**src/rtl/soft_mem_initiator.sv**
```systemverilog
// soft_mem_initiator: bridges a valid/ready load/store request channel onto the
// BRAM-style port of the on-chip soft RAM. It decodes byte addresses into word
// indices, flags out-of-range or misaligned requests, and holds one response
// at a time. A new request can be accepted in the same cycle a response drains.
//
// Optional build macro: SOFT_MEM_INIT_RSP_REG_EN. When it is defined, read data
// is registered before the response is presented. This adds one cycle to reads
// and removes the combinational path from mem_douta_i to rsp_rdata_o.
//
//   state  | meaning
//   IDLE   | no response pending
//   RSP    | response pending on the response channel
//   RD_CAP | read issued last cycle, capturing mem_douta_i (macro builds only)
module soft_mem_initiator #(
  parameter int unsigned           WORD_SIZE_BYTE = 4,
  parameter int unsigned           SIZE_IN_KB     = 8,
  parameter int unsigned           ADDR_WIDTH     = 32,
  parameter logic [ADDR_WIDTH-1:0] BASE_ADDR      = '0,
  localparam int unsigned          DEPTH          = SIZE_IN_KB * 1024 / WORD_SIZE_BYTE,
  localparam int unsigned          MA_W           = $clog2(DEPTH) + 1,
  localparam int unsigned          DW             = WORD_SIZE_BYTE * 8
) (
  input  logic                      clk_i,
  input  logic                      rst_ni,
  input  logic                      req_valid_i,
  output logic                      req_ready_o,
  input  logic [ADDR_WIDTH-1:0]     req_addr_i,
  input  logic                      req_we_i,
  input  logic [WORD_SIZE_BYTE-1:0] req_be_i,
  input  logic [DW-1:0]             req_wdata_i,
  output logic                      rsp_valid_o,
  input  logic                      rsp_ready_i,
  output logic [DW-1:0]             rsp_rdata_o,
  output logic                      rsp_err_o,
  output logic                      mem_ena_o,
  output logic [WORD_SIZE_BYTE-1:0] mem_wea_o,
  output logic [MA_W-1:0]           mem_addra_o,
  output logic [DW-1:0]             mem_dina_o,
  input  logic [DW-1:0]             mem_douta_i
);

  localparam int unsigned           OFF_W      = $clog2(WORD_SIZE_BYTE);
  localparam logic [ADDR_WIDTH:0]   MEM_BYTES  = (ADDR_WIDTH + 1)'(SIZE_IN_KB * 1024);
  localparam logic [ADDR_WIDTH-1:0] ALIGN_MASK = ADDR_WIDTH'(WORD_SIZE_BYTE - 1);

`ifdef SOFT_MEM_INIT_RSP_REG_EN
  typedef enum logic [1:0] {IDLE = 2'd0, RSP = 2'd1, RD_CAP = 2'd2} state_t;
`else
  typedef enum logic [1:0] {IDLE = 2'd0, RSP = 2'd1} state_t;
`endif

  state_t                  state_q, state_d, state_after_accept;
  logic [ADDR_WIDTH-1:0]   off;
  logic                    err;
  logic                    accept;
  logic                    rd_ok;
  logic                    err_q;

  // The compare is one bit wider than the offset so that the memory size
  // cannot wrap when it equals 2**ADDR_WIDTH.
  assign off = req_addr_i - BASE_ADDR;
  assign err = (req_addr_i < BASE_ADDR)
             | ({1'b0, off} >= MEM_BYTES)
             | (|(off & ALIGN_MASK));

  // Ready is forced low while reset is held.
  assign req_ready_o = rst_ni & ((state_q == IDLE) | ((state_q == RSP) & rsp_ready_i));
  assign accept      = req_valid_i & req_ready_o;
  assign rd_ok       = accept & ~err & ~req_we_i;

  // A write with no byte enables completes without touching memory.
  // The index is zeroed for errored requests so that its MSB stays 0.
  assign mem_ena_o   = accept & ~err & ~(req_we_i & (req_be_i == '0));
  assign mem_wea_o   = (mem_ena_o & req_we_i) ? req_be_i : '0;
  assign mem_addra_o = (accept & ~err) ? off[OFF_W +: MA_W] : '0;
  assign mem_dina_o  = accept ? req_wdata_i : '0;

`ifdef SOFT_MEM_INIT_RSP_REG_EN
  assign state_after_accept = rd_ok ? RD_CAP : RSP;
`else
  assign state_after_accept = RSP;
`endif

  // Next-state logic; a response drain may coincide with a new accept.
  always_comb begin
    state_d = state_q;
    case (state_q)
      IDLE: begin
        if (accept) state_d = state_after_accept;
      end
      RSP: begin
        if (rsp_ready_i) state_d = accept ? state_after_accept : IDLE;
      end
`ifdef SOFT_MEM_INIT_RSP_REG_EN
      RD_CAP: state_d = RSP;
`endif
      default: state_d = IDLE;
    endcase
  end

  // State register and the error flag latched when a request is accepted.
  always_ff @(posedge clk_i or negedge rst_ni) begin
    if (!rst_ni) begin
      state_q <= IDLE;
      err_q   <= 1'b0;
    end else begin
      state_q <= state_d;
      if (accept) err_q <= err;
    end
  end

  assign rsp_valid_o = (state_q == RSP);
  assign rsp_err_o   = (state_q == RSP) & err_q;

`ifdef SOFT_MEM_INIT_RSP_REG_EN
  logic [DW-1:0] rdata_q;

  // Writes and errors clear the register; reads fill it in RD_CAP.
  always_ff @(posedge clk_i or negedge rst_ni) begin
    if (!rst_ni) begin
      rdata_q <= '0;
    end else if (state_q == RD_CAP) begin
      rdata_q <= mem_douta_i;
    end else if (accept) begin
      rdata_q <= '0;
    end
  end

  assign rsp_rdata_o = (state_q == RSP) ? rdata_q : '0;
`else
  logic rd_q;

  // Records whether the pending response belongs to a successful read.
  always_ff @(posedge clk_i or negedge rst_ni) begin
    if (!rst_ni) begin
      rd_q <= 1'b0;
    end else if (accept) begin
      rd_q <= rd_ok;
    end
  end

  // The BRAM output holds because no new access is issued until this drains.
  assign rsp_rdata_o = ((state_q == RSP) & rd_q) ? mem_douta_i : '0;
`endif

endmodule
```
**config.mk**
```make
export PLATFORM = sky130hd
export DESIGN_NAME = soft_mem_initiator
export DESIGN_NICKNAME = d
export VERILOG_FILES = /design/src/rtl/soft_mem_initiator.sv
export SDC_FILE = /design/constraint.sdc
export NUM_CORES = 1
export LEC_CHECK = 0
export ABC_CLOCK_PERIOD_IN_PS = 1300
export BUFFER_PORTS_ARGS = -buffer_cell sky130_fd_sc_hd__buf_2
export CAP_MARGIN = 20
export CORE_AREA = 2 2 72 74
export DETAILED_ROUTE_END_ITERATION = 6
export DIE_AREA = 0 0 74 76
export PLACE_DENSITY = 0.66
export SLEW_MARGIN = 40
export SYNTH_ARGS = -nofsm -noshare
export SYNTH_HDL_FRONTEND = slang
export SYNTH_SLANG_ARGS = --single-unit
```
**constraint.sdc**
```tcl
create_clock -name clk_i -period 1.3 [get_ports clk_i]
set_input_delay 0.13 -clock clk_i [delete_from_list [all_inputs] [get_ports clk_i]]
set_output_delay 0.13 -clock clk_i [all_outputs]
set_load 0.01 [all_outputs]
```
==> flow_metrics.py, run 1 <==
metrics = {
    "status": {
        "status": "complete, but fails checks",
        "violations": "negative setup slack",
    },
    "synth": {
        "syn_inst": 134,
        "synth_seq_cells": 3,
        "synth_top_cell_by_area": "and2_1",
        "avgSynthCellArea_sq_um": 6.89,
        "synth_cell_types": 24,
        "netlist.area_leader.share_pct": 23.0,
        "yosys_warnings": 0,
        "synth_area_sq_um": 923,
        "synth_seq_area_share_pct": 8.13,
        "synth_area_leaders": "and2_1, and3_1, nor4_2, dfrtp_1, nor4_1",
        "synth.net_count": 239,
    },
    "power": {
        "power.density_nw_per_um2": 357,
        "max-vdd-ir-drop_uv": 265,
        "p_leak_nw": 1.69,
    },
    "floorplan": {
        "placeableCoreArea_sq_um": 4910,
        "ios": 189,
        "initial_utilization_pct": 18.8,
        "die_y_um": 76,
        "die_x_um": 74,
        "std_cell_rows": 26,
        "die_area_sq_um": 5620,
    },
    "layout": {
        "multi_input_area_sq_um": 1020,
        "nets": 445,
        "area_delta_synth_final_pct": 201,
        "fillers": 408,
        "drive_above_1_share_pct": 81.4,
        "n_antenna_cell": 0,
        "regArea_sq_um": 80.1,
    },
    "clocking": {
        "path_clk_slew_ns": 0.03,
        "cts_root_buf": "clkbuf_8",
        "cts_max_level": 1,
        "cts.sinks": 3,
        "cts_buffer_depth": 2,
        "insertion_delay_ns": 0.22,
        "cts_tree": "done",
        "cts_buffers": 3,
    },
    "placed_design": {
        "numPortBuffers": 187,
        "dp_hpwl_mm": 3.78,
        "gp_congestion": 0.763,
    },
    "routing": {
        "route.detailed.drc": 0,
        "drtAntennaViolNets": 0,
        "postRouteWirelength_mm": 5.62,
        "vias": 1792,
        "firstDrtPassIters": 4,
        "first_iter_violations": 27,
        "wl_per_cell_um": 13.7,
        "viasPerCell": 4.38,
    },
    "setup_path": {
        "required_ns": 1.17,
        "crit_chain": "nand2b_4, nand3_4, buf_6, nor4b_2, buf_2",
        "reg2reg_to": "rd_q$_DFFE_PN0P_",
        "slowest_stage": "dfrtp_2",
        "crit_buf_inv": 2,
        "cpPeakStageDelay_ns": 0.42,
        "endpoint_kind": "primary output",
        "cp-start-kind": "flop",
        "r2r_slack_ns": 0.10,
        "cp.arrival_ns": 1.43,
        "r2r_start": "state_q[0]$_DFFE_PN0P_",
        "critical_path_class": "flop to primary output",
        "cp_top_family": "simple AND/OR/NAND/NOR gates",
        "cp_max_fo": 6,
        "startpoint": "state_q[0]$_DFFE_PN0P_",
        "reg2reg_depth": 5,
    },
    "worst_hold_path": {
        "hold-path-cell-count": 2,
        "min_from": "req_we_i",
        "holdPathEnd": "rd_q$_DFFE_PN0P_",
        "hold_class": "input pin to flop",
    },
    "global_route": {
        "grt_usage_pct": 16.3,
        "grt_max_degree": 34,
        "grt_pass1_wl_mm": 7.16,
        "antenna_found_initial": 0,
        "first_global_vias": 1584,
        "grt_overflow": 0,
    },
    "timing": {
        "fin_ws_ns": -0.261,
        "fmax_mhz": 641,
        "setup_tns_ns": -13.65,
        "rsz0062_at_grt": "true",
        "whs_ns": 0.197,
        "setup_viol": 83,
        "min_period_ns": 1.56,
        "period_share_pct": 120,
        "maxSlewViolCount": 0,
        "finalHoldViolCount": 0,
        "fin_skew_ns": 0.00529,
    },
    "run": {
        "maxCapViolations": 0,
    },
}
## worst max-delay path by stage
stage / end / depth (start not counted) / slack [ns]
global route: mem_ena_o / 5 / -0.31
floorplan: mem_dina_o[10] / 4 / -0.04
detailed placement: mem_wea_o[2] / 6 / -0.18
global placement: mem_wea_o[1] / 6 / -0.15
finish: mem_ena_o / 5 / -0.26
CTS: mem_addra_o[0] / 5 / -0.31
## cell type report
cell class	instances	share of cell area (%)
sequential	3	2.88
tap	70	3.15
inverter	11	1.49
multi-input combinational	107	36.6
clock buffer	4	1.62
timing repair buffer	214	54.3
## synth_stat cells
library cell  count
and2_1           34
and3_1           32
buf_2             2
buf_4             1
buf_6             1
clkbuf_1          9
conb_1            1
dfrtp_1           3
inv_1            11
nand2_1           8
nand2b_1          1
nand3_1           1
nand4_2           1
nor2_1            2
nor2b_1           1
nor3_1            1
nor4_1            7
nor4_2           12
nor4_4            1
nor4b_1           1
o21ai_0           1
o21bai_1          1
o31a_2            1
o41ai_1           1
## cells in the final DEF (no fill, tap or decap), types with 2 or more instances in the layout
cell type  instances
buf_2            155
buf_6             38
and3_1            32
and2_4            32
nor4_4            14
inv_1             11
buf_4             10
nand2_1            8
nor4_2             5
buf_12             4
clkbuf_8           3
and2_1             2
clkbuf_16          2
buf_8              2
## power breakdown
| part | internal (mW) | switching (mW) |
|---|---|---|
| Sequential | 0.0974 | 0.00387 |
| Clock | 0.209 | 0.0647 |
| Combinational | 0.370 | 0.247 |
| Total | 0.677 | 0.316 |
## state kept, by name (all words and copies together) (netlist names)
name / flops
err_q: 1
rd_q: 1
state_q: 1
## stage by stage
stage               std cells  cell area (sq um)  total power [mW]  worst slack, ns  utilization, %
detailed placement        391               2140             0.496           -0.180            43.5
global route              409               2780              1.05           -0.305            56.6
CTS                       404               2390             0.870           -0.308            48.7
floorplan                 134               1040             0.253          -0.0390               -
finish                    409               2780             0.993           -0.261            56.6
global placement          391               2140             0.488           -0.148            43.5
## metal layers
metal / up-vias / wire length, um / part of all wire, % / GRT usage [%]
met5: - / 0 / 0 / 0
met4: 0 / 95 / 1.7 / 4.36
met3: 9 / 463 / 8.2 / 2.91
met2: 102 / 3060 / 55 / 30.7
met1: 803 / 2000 / 36 / 18.0
li1: 878 / - / - / -
## cell families (layout without fill, tap and decap cells)
family / after synthesis / count (layout) / share of synthesized area, %
AOI/OAI and AO/OA: 4 / 4 / 3.39
buffers and inverters: 24 / 229 / 11.2
DFF: 3 / 3 / 8.13
other: 1 / 1 / 0.406
and+or+nand+nor: 102 / 102 / 76.8
## worst register-to-register path, stage by stage (launching register included)
cell     delay, ns
dfrtp_2       0.42
nor2b_4       0.14
buf_4         0.12
buf_4         0.12
o21ai_0       0.17
o41ai_1       0.10
## timing repair
item / in CTS / in global routing
resized for setup: 19 / 78
hold buffers: 1 / 0
setup endpoints to repair: 80 / 83
pin swaps: 17 / 34
setup buffers: 5 / 5
gates cloned: 3 / 2
hold endpoints to repair: 3 / 0
No activity file was read; power rests on OpenSTA's default activity.
==> inputs of run 2 (changes only) <==
--- a/config.mk
+++ b/config.mk
@@ -5,13 +5,13 @@
 export SDC_FILE = /design/constraint.sdc
 export NUM_CORES = 1
 export LEC_CHECK = 0
-export ABC_CLOCK_PERIOD_IN_PS = 1300
+export ABC_CLOCK_PERIOD_IN_PS = 1600
 export BUFFER_PORTS_ARGS = -buffer_cell sky130_fd_sc_hd__buf_2
 export CAP_MARGIN = 20
-export CORE_AREA = 2 2 72 74
+export CORE_AREA = 2 2 74 76
 export DETAILED_ROUTE_END_ITERATION = 6
-export DIE_AREA = 0 0 74 76
-export PLACE_DENSITY = 0.66
+export DIE_AREA = 0 0 76 78
+export PLACE_DENSITY = 0.6
 export SLEW_MARGIN = 40
 export SYNTH_ARGS = -nofsm -noshare
 export SYNTH_HDL_FRONTEND = slang
==> constraint.sdc (replaced) <==
create_clock -name clk_i -period 1.6 [get_ports clk_i]
set_input_delay 0.16 -clock clk_i [delete_from_list [all_inputs] [get_ports clk_i]]
set_output_delay 0.16 -clock clk_i [all_outputs]
set_load 0.01 [all_outputs]
==> flow_metrics.py, run 2 (synthesis gave the netlist of run 1 again) <==
metrics = {
    "placed_design": {
        "place_area_sq_um": 1980,
        "dp_hpwl_mm": 3.80,
        "gp_congestion": 0.887,
        "dp.cells": 389,
        "numPortBuffers": 187,
    },
    "setup_path": {
        "crit_cells": 6,
        "r2r_slack_ns": 0.06,
        "crit_chain": "nand2b_1, nand3_4, buf_4, buf_6, nor4_4, buf_2",
        "reg2reg_to": "rd_q$_DFFE_PN0P_",
        "cp_top_family": "buffers and inverters",
        "r2r_start": "state_q[0]$_DFFE_PN0P_",
        "endpoint_kind": "primary output",
        "crit_buf_inv": 3,
        "cp.arrival_ns": 1.48,
        "required_ns": 1.44,
        "cp-start-kind": "flop",
        "cpPeakStageDelay_ns": 0.38,
        "critical_path_class": "flop to primary output",
        "cp_max_fo": 5,
        "slowest_stage": "dfrtp_1",
        "reg2reg_depth": 6,
    },
    "routing": {
        "drtAntennaViolNets": 0,
        "vias": 1742,
        "firstDrtPassIters": 4,
        "route.detailed.drc": 0,
        "postRouteWirelength_mm": 4.85,
        "first_iter_violations": 21,
        "wl_per_cell_um": 12.1,
        "viasPerCell": 4.34,
    },
    "worst_hold_path": {
        "hold_class": "input pin to flop",
        "min_from": "req_we_i",
        "holdPathEnd": "rd_q$_DFFE_PN0P_",
        "hold-path-cell-count": 2,
    },
    "global_route": {
        "grt_overflow": 0,
        "antenna_found_initial": 0,
        "grt_usage_pct": 14.6,
        "first_global_vias": 1612,
        "grt_max_degree": 34,
        "grt_pass1_wl_mm": 7.27,
    },
    "timing": {
        "finalHoldViolCount": 0,
        "maxSlewViolCount": 0,
        "period_share_pct": 102,
        "fin_ws_ns": -0.0377,
        "fin_skew_ns": 0.00141,
        "min_period_ns": 1.64,
        "rsz0062_at_grt": "true",
        "setup_viol": 11,
        "fmax_mhz": 611,
    },
    "power": {
        "max-vdd-ir-drop_uv": 277,
        "power.density_nw_per_um2": 276,
        "p_leak_nw": 1.56,
        "power_uw": 651,
    },
    "floorplan": {
        "initial_utilization_pct": 18.3,
        "die_x_um": 76,
        "die_y_um": 78,
        "ios": 189,
        "placeableCoreArea_sq_um": 5040,
        "std_cell_rows": 26,
        "die_area_sq_um": 5930,
    },
    "layout": {
        "nets": 437,
        "fillers": 492,
        "layout_commonest_cell": "buf_2",
        "area_delta_synth_final_pct": 155,
        "mostFrequentLayoutCells": "buf_2, and2_1, and3_1",
        "n_antenna_cell": 0,
        "drive_above_1_share_pct": 70.4,
        "largestRegisters": "err_q: 1 flops, rd_q: 1 flops, state_q: 1 flops",
        "postLayoutCellArea_sq_um": 2360,
        "fin_cells": 401,
    },
    "clocking": {
        "cts_root_buf": "clkbuf_8",
        "insertion_delay_ns": 0.22,
        "cts_buffer_depth": 2,
        "cts.sinks": 3,
        "cts_max_level": 1,
        "cts_buffers": 3,
        "path_clk_slew_ns": 0.03,
        "cts_tree": "done",
    },
    "status": {
        "violations": "negative setup slack",
        "status": "complete, but fails checks",
    },
    "run": {
        "maxCapViolations": 0,
    },
}
==> run 2: cell count changes in the layout (fill, tap and decap cells not counted), moves of 2 or more <==
cell | previous run | this run
buf_6 | 38 | 2
and2_1 | 2 | 34
and2_4 | 32 | 0
buf_2 | 155 | 187
buf_12 | 4 | 2
dfrtp_1 | 1 | 3
nor4_2 | 5 | 3
nor4_4 | 14 | 16
==> run 2: final cells by class <==
cell class              instances  area, sq um  share of cell area [%]
multi-input cells             107          948                    40.3
well taps                      70         87.6                    3.72
flip-flops and latches          3         75.1                    3.19
repair buffers                206         1160                    49.2
inverters                      11         41.3                    1.75
clock buffers                   4         45.0                    1.91
==> run 2: how the worst max path moves through the flow <==
stage | startpoint | endpoint
4_1_cts | state_q[0]$_DFFE_PN0P_ | mem_ena_o
5_1_grt | state_q[0]$_DFFE_PN0P_ | mem_addra_o[0]
3_5_place_dp | req_addr_i[0] | mem_addra_o[2]
2_1_floorplan | state_q[0]$_DFFE_PN0P_ | mem_addra_o[10]
3_3_place_gp | req_addr_i[19] | mem_addra_o[0]
6_report | state_q[0]$_DFFE_PN0P_ | mem_wea_o[0]
==> run 2: metrics by stage <==
step                      utilization (%)  TNS, ns  setup slack [ns]  hold slack [ns]
final                                46.7   -0.167           -0.0377            0.219
after global routing                 46.7    -1.33            -0.103            0.229
after CTS                            43.3   -0.153           -0.0379            0.206
after detailed placement             39.3        0            0.0592          -0.0186
after global placement               39.3        0             0.104          -0.0195
after floorplan                         -        0            0.0416           -0.136
==> run 2: where the power goes <==
part / internal [mW] / switching (mW) / leakage, nW
clock: 0.170 / 0.0500 / 0.0228
combinational: 0.184 / 0.166 / 1.50
sequential: 0.0787 / 0.00154 / 0.0349
==> run 2: routing by layer <==
metal	part of all wire (%)	GRT usage (%)	vias up
met4	1.7	3.82	0
li1	-	-	858
met2	51	27.6	114
met5	0	0	-
met1	37	15.5	762
met3	10	5.00	8
==> run 2: what timing repair did <==
action	CTS	global route
resized for setup	16	19
setup endpoints to repair	19	48
gates cloned	1	1
hold endpoints to repair	3	0
buffers inserted	3	2
pin swaps	8	5
hold buffers	1	0
==> inputs of run 3 (changes only) <==
--- a/config.mk
+++ b/config.mk
@@ -9,6 +9,7 @@
 export BUFFER_PORTS_ARGS = -buffer_cell sky130_fd_sc_hd__buf_2
 export CAP_MARGIN = 20
 export CORE_AREA = 2 2 74 76
+export CTS_BUF_LIST = sky130_fd_sc_hd__clkbuf_8
 export DETAILED_ROUTE_END_ITERATION = 6
 export DIE_AREA = 0 0 76 78
 export PLACE_DENSITY = 0.6
==> flow_metrics.py, run 3 (synthesis gave the netlist of run 1 again) <==
metrics = {
    "floorplan": {
        "placeableCoreArea_sq_um": 5040,
        "die_y_um": 78,
        "ios": 189,
        "std_cell_rows": 26,
        "die_area_sq_um": 5930,
        "initial_utilization_pct": 18.3,
        "die_x_um": 76,
    },
    "timing": {
        "maxSlewViolCount": 0,
        "whs_ns": 0.219,
        "setup_tns_ns": -0.167,
        "min_period_ns": 1.64,
        "fmax_mhz": 611,
        "period_share_pct": 102,
        "rsz0062_at_grt": "true",
        "fin_skew_ns": 0.00153,
        "fin_ws_ns": -0.0376,
        "finalHoldViolCount": 0,
        "setup_viol": 11,
    },
    "setup_path": {
        "cp_top_family": "buffers and inverters",
        "cpPeakStageDelay_ns": 0.38,
        "slowest_stage": "dfrtp_1",
        "cp_max_fo": 5,
        "critical_path_class": "flop to primary output",
        "required_ns": 1.44,
        "crit_chain": "nand2b_1, nand3_4, buf_4, buf_6, nor4_4, buf_2",
        "cp.arrival_ns": 1.48,
        "crit_buf_inv": 3,
        "cp-start-kind": "flop",
        "endpoint_kind": "primary output",
    },
    "routing": {
        "postRouteWirelength_mm": 4.85,
        "drtAntennaViolNets": 0,
        "route.detailed.drc": 0,
        "vias": 1742,
        "wl_per_cell_um": 12.1,
        "firstDrtPassIters": 4,
        "first_iter_violations": 21,
        "viasPerCell": 4.34,
    },
    "status": {
        "violations": "negative setup slack",
        "status": "complete, but fails checks",
    },
    "worst_hold_path": {
        "hold_class": "input pin to flop",
    },
    "power": {
        "seqPwrFrac_pct": 12.5,
        "p_leak_nw": 1.56,
        "pwr-share-comb_pct": 54.4,
        "p_int_uw": 426,
        "pwr-share-clk_pct": 33.1,
        "swShare_pct": 33.8,
        "p_switching_uw": 218,
        "max-vdd-ir-drop_uv": 277,
        "power.density_nw_per_um2": 273,
    },
    "placed_design": {
        "gp_congestion": 0.887,
        "numPortBuffers": 187,
        "place_area_sq_um": 1980,
        "place_worst_setup_slack_ns": 0.0592,
        "dp_hpwl_mm": 3.80,
    },
    "layout": {
        "layout_commonest_cell": "buf_2",
        "largestRegisters": "err_q: 1 flops, rd_q: 1 flops, state_q: 1 flops",
        "mostFrequentLayoutCells": "buf_2, and2_1, and3_1",
        "nets": 437,
        "postLayoutCellArea_sq_um": 2360,
        "n_antenna_cell": 0,
        "drive_above_1_share_pct": 70.4,
        "area_delta_synth_final_pct": 155,
        "final_util_pct": 46.7,
        "fillers": 492,
    },
    "global_route": {
        "grt_pass1_wl_mm": 7.27,
        "antenna_found_initial": 0,
        "first_global_vias": 1612,
        "grt_usage_pct": 14.6,
        "grt_overflow": 0,
        "grt_max_degree": 34,
    },
    "clocking": {
        "cts_buffers": 3,
        "insertion_delay_ns": 0.22,
        "path_clk_slew_ns": 0.03,
        "cts_tree": "done",
        "cts_root_buf": "clkbuf_8",
        "cts_buffer_depth": 2,
        "cts.sinks": 3,
        "cts_max_level": 1,
    },
    "run": {
        "maxCapViolations": 0,
    },
}
## run 3: worst paths after layout
kind	from	to	slack, ns	depth (start not counted)
max	state_q[0]$_DFFE_PN0P_	mem_wea_o[0]	-0.04	6
min	req_we_i	rd_q$_DFFE_PN0P_	0.22	2
max reg2reg	state_q[0]$_DFFE_PN0P_	rd_q$_DFFE_PN0P_	0.06	6
min reg2reg	err_q$_DFFE_PN0P_	err_q$_DFFE_PN0P_	0.59	2
max in group asynchronous	rst_ni	err_q$_DFFE_PN0P_	1.07	2
min in group asynchronous	rst_ni	state_q[0]$_DFFE_PN0P_	0.37	2
## run 3: through the flow
stage	cells	total power, mW
2_1_floorplan	134	0.185
3_3_place_gp	389	0.369
3_5_place_dp	389	0.375
4_1_cts	398	0.626
5_1_grt	401	0.687
6_report	401	0.644
## run 3: what timing repair did
action	in CTS	in global routing
endpoints found under the setup margin	19	48
gates resized for setup	16	19
pin swaps	8	5
setup buffers	3	2
cloned	1	1
hold buffers	1	0
hold endpoints to repair	3	0
## run 3: cell type report
class | count | area [sq um] | area share (%)
Tap cell | 70 | 87.6 | 3.72
Inverter | 11 | 41.3 | 1.75
Multi-Input combinational cell | 107 | 948 | 40.3
Sequential cell | 3 | 75.1 | 3.19
Clock inverter | 1 | 3.75 | 0.159
Timing Repair Buffer | 206 | 1160 | 49.2
Clock buffer | 3 | 41.3 | 1.75
## run 3: power groups by stage
stage	Sequential, mW	Clock, mW	Combinational (mW)
floorplan	0.0840	0	0.101
global route	0.0802	0.224	0.383
detailed placement	0.0817	0	0.293
finish	0.0802	0.213	0.350
CTS	0.0801	0.217	0.328
global placement	0.0813	0	0.288
## run 3: routing by layer
| layer | global-route usage [%] | part of all wire [%] |
|---|---|---|
| met4 | 3.82 | 1.7 |
| met5 | 0 | 0 |
| met3 | 5.00 | 10 |
| met1 | 15.5 | 37 |
| met2 | 27.6 | 51 |
